### src/rtl/mem_ctrl.sv
// mem_ctrl: serialises LSB loads/stores and instruction fetches onto an 8-bit RAM/IO bus.
// Optional macro MC_IO_STALL_EN: hold IO-region store bytes (addr[17:16] == 2'b11) while io_buffer_full.
module mem_ctrl #(
    parameter int ADDR_W = 32,
    parameter int DATA_W = 32
) (
    input  logic              clk,
    input  logic              rst,
    input  logic              rdy,
    input  logic              clr,
    input  logic              lsb_to_mc_enable,
    input  logic              lsb_to_mc_wr,
    input  logic [1:0]        lsb_to_mc_ls_type,
    input  logic [ADDR_W-1:0] lsb_to_mc_addr,
    input  logic [DATA_W-1:0] lsb_to_mc_st_val,
    output logic              mc_to_lsb_ld_done,
    output logic              mc_to_lsb_st_done,
    output logic [DATA_W-1:0] mc_to_lsb_ld_val,
    input  logic              if_to_mc_enable,
    input  logic [ADDR_W-1:0] if_to_mc_addr,
    output logic              mc_to_if_done,
    output logic [DATA_W-1:0] mc_to_if_val,
    input  logic [7:0]        mem_din,
    output logic [7:0]        mem_dout,
    output logic [ADDR_W-1:0] mem_a,
    output logic              mem_wr,
    input  logic              io_buffer_full
);
    localparam logic       MEM_WRITE = 1'b1;
    localparam logic [1:0] BYTE_TYPE = 2'b00;
    localparam logic [1:0] HALF_TYPE = 2'b01;
    localparam logic [1:0] WORD_TYPE = 2'b10;

    typedef enum logic [2:0] {S_IDLE, S_LOAD, S_STORE, S_FETCH, S_DONE} state_t;

    state_t            r_state, w_next_state;
    logic [2:0]        r_cnt, r_len, w_req_len;
    logic [ADDR_W-1:0] r_addr, w_cur_addr;
    logic [DATA_W-1:0] r_st_val, r_buf, w_buf_next, r_ld_val, r_if_val;
    logic              r_ld_done, r_st_done, r_if_done;
    logic              w_accept_lsb, w_accept_if, w_stall, w_rd_last, w_rd_fin;
    logic              w_mem_wr_q;
    logic [1:0]        w_lane;

    assign w_cur_addr = r_addr + ADDR_W'(r_cnt);
    // Reads need one extra cycle after the last address for mem_din to arrive.
    assign w_rd_last  = (r_cnt == r_len);
    assign w_rd_fin   = (r_state == S_LOAD || r_state == S_FETCH) && !clr && w_rd_last;
    assign w_lane     = r_cnt[1:0] - 2'd1;

`ifdef MC_IO_STALL_EN
    assign w_stall = (r_state == S_STORE) && io_buffer_full && (w_cur_addr[17:16] == 2'b11);
`else
    logic w_unused_io;
    assign w_unused_io = io_buffer_full;
    assign w_stall     = 1'b0;
`endif

    always_comb begin
        case (lsb_to_mc_ls_type)
            BYTE_TYPE: w_req_len = 3'd1;
            HALF_TYPE: w_req_len = 3'd2;
            WORD_TYPE: w_req_len = 3'd4;
            default:   w_req_len = 3'd4;
        endcase
    end

    always_comb begin
        w_next_state = r_state;
        w_accept_lsb = 1'b0;
        w_accept_if  = 1'b0;
        mem_a        = '0;
        mem_dout     = '0;
        w_mem_wr_q   = 1'b0;
        case (r_state)
            S_IDLE: begin
                // A flush cancels pending loads and fetches but never a committed store.
                if (lsb_to_mc_enable && (lsb_to_mc_wr == MEM_WRITE || !clr)) begin
                    w_accept_lsb = 1'b1;
                    w_next_state = (lsb_to_mc_wr == MEM_WRITE) ? S_STORE : S_LOAD;
                end else if (if_to_mc_enable && !clr) begin
                    w_accept_if  = 1'b1;
                    w_next_state = S_FETCH;
                end
            end
            S_LOAD, S_FETCH: begin
                mem_a = w_cur_addr;
                if (clr)
                    w_next_state = S_IDLE;
                else if (w_rd_last)
                    w_next_state = S_DONE;
            end
            S_STORE: begin
                mem_a      = w_cur_addr;
                mem_dout   = r_st_val[{r_cnt[1:0], 3'b000} +: 8];
                w_mem_wr_q = !w_stall;
                if (!w_stall && r_cnt == r_len - 3'd1)
                    w_next_state = S_DONE;
            end
            S_DONE:  w_next_state = S_IDLE;
            default: w_next_state = S_IDLE;
        endcase
    end

    always_comb begin
        w_buf_next = r_buf;
        w_buf_next[{w_lane, 3'b000} +: 8] = mem_din;
    end

    always_ff @(posedge clk or negedge rst) begin
        if (!rst)
            r_state <= S_IDLE;
        else if (rdy)
            r_state <= w_next_state;
    end

    always_ff @(posedge clk or negedge rst) begin
        if (!rst) begin
            r_cnt     <= '0;
            r_ld_done <= 1'b0;
            r_st_done <= 1'b0;
            r_if_done <= 1'b0;
            r_ld_val  <= '0;
            r_if_val  <= '0;
        end else if (rdy) begin
            r_ld_done <= w_rd_fin && (r_state == S_LOAD);
            r_if_done <= w_rd_fin && (r_state == S_FETCH);
            r_st_done <= (r_state == S_STORE) && (w_next_state == S_DONE);
            if (w_rd_fin && r_state == S_LOAD)
                r_ld_val <= w_buf_next;
            if (w_rd_fin && r_state == S_FETCH)
                r_if_val <= w_buf_next;
            if (r_state == S_IDLE || w_next_state == S_IDLE || w_next_state == S_DONE)
                r_cnt <= '0;
            else if (!w_stall)
                r_cnt <= r_cnt + 3'd1;
        end
    end

    always_ff @(posedge clk) begin
        if (rdy) begin
            if (w_accept_lsb) begin
                r_addr   <= lsb_to_mc_addr;
                r_st_val <= lsb_to_mc_st_val;
                r_len    <= w_req_len;
                r_buf    <= '0;
            end else if (w_accept_if) begin
                r_addr <= if_to_mc_addr;
                r_len  <= 3'd4;
                r_buf  <= '0;
            end else if ((r_state == S_LOAD || r_state == S_FETCH) && r_cnt != 3'd0) begin
                r_buf <= w_buf_next;
            end
        end
    end

    assign mem_wr            = w_mem_wr_q & rdy;
    assign mc_to_lsb_ld_done = r_ld_done;
    assign mc_to_lsb_st_done = r_st_done;
    assign mc_to_if_done     = r_if_done;
    assign mc_to_lsb_ld_val  = r_ld_val;
    assign mc_to_if_val      = r_if_val;

endmodule

### config.mk
export PLATFORM = sky130hd
export DESIGN_NAME = mem_ctrl
export DESIGN_NICKNAME = d
export VERILOG_FILES = /design/src/rtl/mem_ctrl.sv
export SDC_FILE = /design/constraint.sdc
export NUM_CORES = 1
export LEC_CHECK = 0
export BUFFER_PORTS_ARGS = -buffer_cell sky130_fd_sc_hd__buf_2
export CAP_MARGIN = 5
export CORE_ASPECT_RATIO = 1.4
export CORE_MARGIN = 5
export CORE_UTILIZATION = 53
export DETAILED_ROUTE_END_ITERATION = 12
export GPL_ROUTABILITY_DRIVEN = 0
export HOLD_SLACK_MARGIN = 0.08
export MAX_ROUTING_LAYER = met4
export PLACE_DENSITY = 0.8
export SYNTH_ARGS = -nofsm -noshare
export SYNTH_HDL_FRONTEND = slang
export SYNTH_SLANG_ARGS = --single-unit
### constraint.sdc
create_clock -name clk -period 4.4 [get_ports clk]
set_input_delay 0.22 -clock clk [delete_from_list [all_inputs] [get_ports clk]]
set_output_delay 0.22 -clock clk [all_outputs]
set_load 0.03 [all_outputs]
==> results.ini <==
[status]
status = finished clean

[critical_path]
worstSetupStartpointType = flip-flop
cpPeakStageDelay_ns = 0.89
crit_required_ns = 4.18
critPathKind = flip-flop to primary output
end_kind = primary output
arrival_ns = 3.36
r2r_slack_ns = 1.36
cp_cell_sequence = fa_1, a21o_1, nand4_1, or4_1, a21oi_1, buf_2
regToRegStartpoint = r_cnt[1]
critPathLaunch = r_cnt[1]
reg2reg_depth = 6
slowest_stage = dfrtp_1
crit_fanout = 16

[place]
io_buffer_count = 220
hpwl_um = 15100
preCtsSetupSlack_ns = 1.26
place_inst = 1084

[clocking]
clock_sinks = 172
post-cts-setup-buffer-count = 0
cts_tree = done
clkTransAtPathRegs_ns = 0.07
numCtsBuffers = 17
worstSkewPairLatency_ns = 0.43
cts_resized = 0
htree_levels = 4
clock_path_buffers = 2
cts_root_buf = clkbuf_16

[final_layout]
nets = 1071
layout-drive-gt1-share_pct = 33.4
stdcell_count = 1152
n_fill_cell = 1090
area_delta_synth_final_pct = 27.0

[timing]
fin_skew_ns = 0.0163
finalSetupViolations = 0
final_hold_viol_count = 0
slew_headroom_pct = 21.7
setup-tns-final_ns = 0
max_freq_mhz = 279
worst_pin_slew_ns = 1.17
setup_ws_ns = 0.819
slew_violations = 0
hold_slack_ns = 0.0950
rsz0062_at_grt = false
period_share_pct = 81.4
min_period_ns = 3.58

[route]
drt_iter0_markers = 544
wirelength_um = 22000
first_pass_iters = 5
vias = 6463
via_per_inst = 5.61
antenna_left = 0
avgRoutedWirePerCell_um = 19.1
drc = 0

[floorplan]
die_w_um = 115
io_pins = 222
core_um2 = 15100
die_area_um2 = 18100
num_rows = 53
initial_core_util_pct = 54.3
die_h_um = 157

[yosys]
synth.avg_cell_area_um2 = 11.8
syn_area_um2 = 8210
synth_cell_type_count = 46
ys.flop_type = edfxtp_1
synth-seq-cells = 172
yosysSeqAreaShare_pct = 58.5
synth_edf_count = 99
postSynthNetCount = 821
synth_cells = 696
ys_warn_count = 0
async_flop_share_pct = 42.4

[hold_path]
hp-class = input port to flip-flop
hold_start = lsb_to_mc_ls_type[1]
holdPathStages = 2

[grt]
antenna_found_initial = 1
grt_pass1_vias = 6500
grt_pass1_wl_um = 34500
grt_use_total_pct = 25.2
grt_max_degree = 42
overflow = 0

[pwr]
p_per_area_nw_per_um2 = 451
peakVddDrop_v = 0.000317
power_leakage_nw = 4.46

[run]
maxCapViolCount = 0

## cell type report
type	instances	area, µm²	area share [%]
Inverter	43	161	1.55
Tap cell	192	240	2.30
Multi-Input combinational cell	447	3100	29.8
Timing Repair Buffer	265	1530	14.6
Clock buffer	17	425	4.08
Antenna cell	1	2.50	0.0240
Clock inverter	15	168	1.61
Sequential cell	172	4800	46.0
## flip-flops by register name, summed over array words and instances, names as in the netlist
signal,cells
mc_to_lsb_ld_val,32
r_st_val,32
mc_to_if_done,1
r_state,3
r_cnt,3
r_len,3
mc_to_lsb_ld_done,1
mc_to_if_val,32
mc_to_lsb_st_done,1
r_addr,32
r_buf,32
## report_power, final
group	internal, mW	leakage, nW	total (mW)	switching [mW]
clock	0.765	0.288	1.48	0.713
combinational	0.386	2.39	1.19	0.800
sequential	1.93	1.79	2.04	0.111
total	3.08	4.46	4.70	1.62
## metrics by stage
stage | area [µm²] | total power [mW] | utilization (%)
floorplan | 8210 | 2.83 | -
global placement | 9480 | 3.20 | 62.7
detailed placement | 9480 | 3.23 | 62.7
CTS | 10400 | 4.73 | 68.9
global route | 10400 | 4.93 | 69.0
finish | 10400 | 4.70 | 69.0
## kinds of logic (layout without fill, tap and decap cells)
group           Yosys count  after routing  synth area share, %
compound gates          155            155                 10.2
flops                   172            172                 58.5
fa+ha+maj                11             11                 1.77
buf+inv                  77            340                 4.02
simple gates            189            189                 12.6
xor+xnor                 17             17                 2.00
mux                      75             75                 10.9
other cells               0              1                    0
## Yosys cell counts, types with 16 or more instances
master	number	area share [%]
a21oi_1	56	3.4
clkbuf_1	24	1.1
dfrtp_1	73	22
edfxtp_1	99	36
inv_1	42	1.9
mux2_2	33	4.5
mux2i_1	34	4.1
nand2_1	18	0.82
nand3_1	16	0.98
nor2_1	55	2.5
nor2b_1	40	3.0
o21ai_0	73	4.5
## cells in the final DEF, fill, tap and decap left out, types with 8 or more instances in the layout
master and instances:
nor2b_1 40, nor2_1 53, dlygate4sd3_1 35, xnor2_1 12, o31ai_1 13, inv_1 42, buf_4 10, dfrtp_1 73
nand2_1 18, a21oi_1 55, nand3_1 15, mux2i_1 34, edfxtp_1 99, nand4_1 8, or4_1 13, ha_1 10
clkbuf_16 17, mux2_2 33, buf_2 220, o21ai_0 72, mux4_2 8
## final timing paths
path                                        end
min in group asynchronous  mc_to_lsb_ld_val[12]
min reg2reg                   mc_to_lsb_ld_done
max reg2reg                    mc_to_if_val[12]
max in group asynchronous     mc_to_lsb_st_done
max                                   mem_a[28]
min                                    r_len[2]
## layer usage
layer	track usage (%)	up-vias	share of wire, %
met2	44.2	252	54
met3	4.04	52	5.6
met1	29.3	3135	38
met4	9.00	0	2.7
li1	-	3024	-
met5	-	-	0
## repair_timing
action                                 in CTS  in global routing
setup endpoints to repair                   0                  0
hold buffers                               34                  1
endpoints found under the hold margin      65                  1
## worst max-delay path: cells and delay by family (launching register included)
kind | cells | cell delay, ns
compound gates | 2 | 0.40
flops | 1 | 0.89
buf+inv | 1 | 0.23
simple gates | 2 | 1.04
fa+ha+maj | 1 | 0.38
Note: power is estimated with default switching activity, not from simulation.
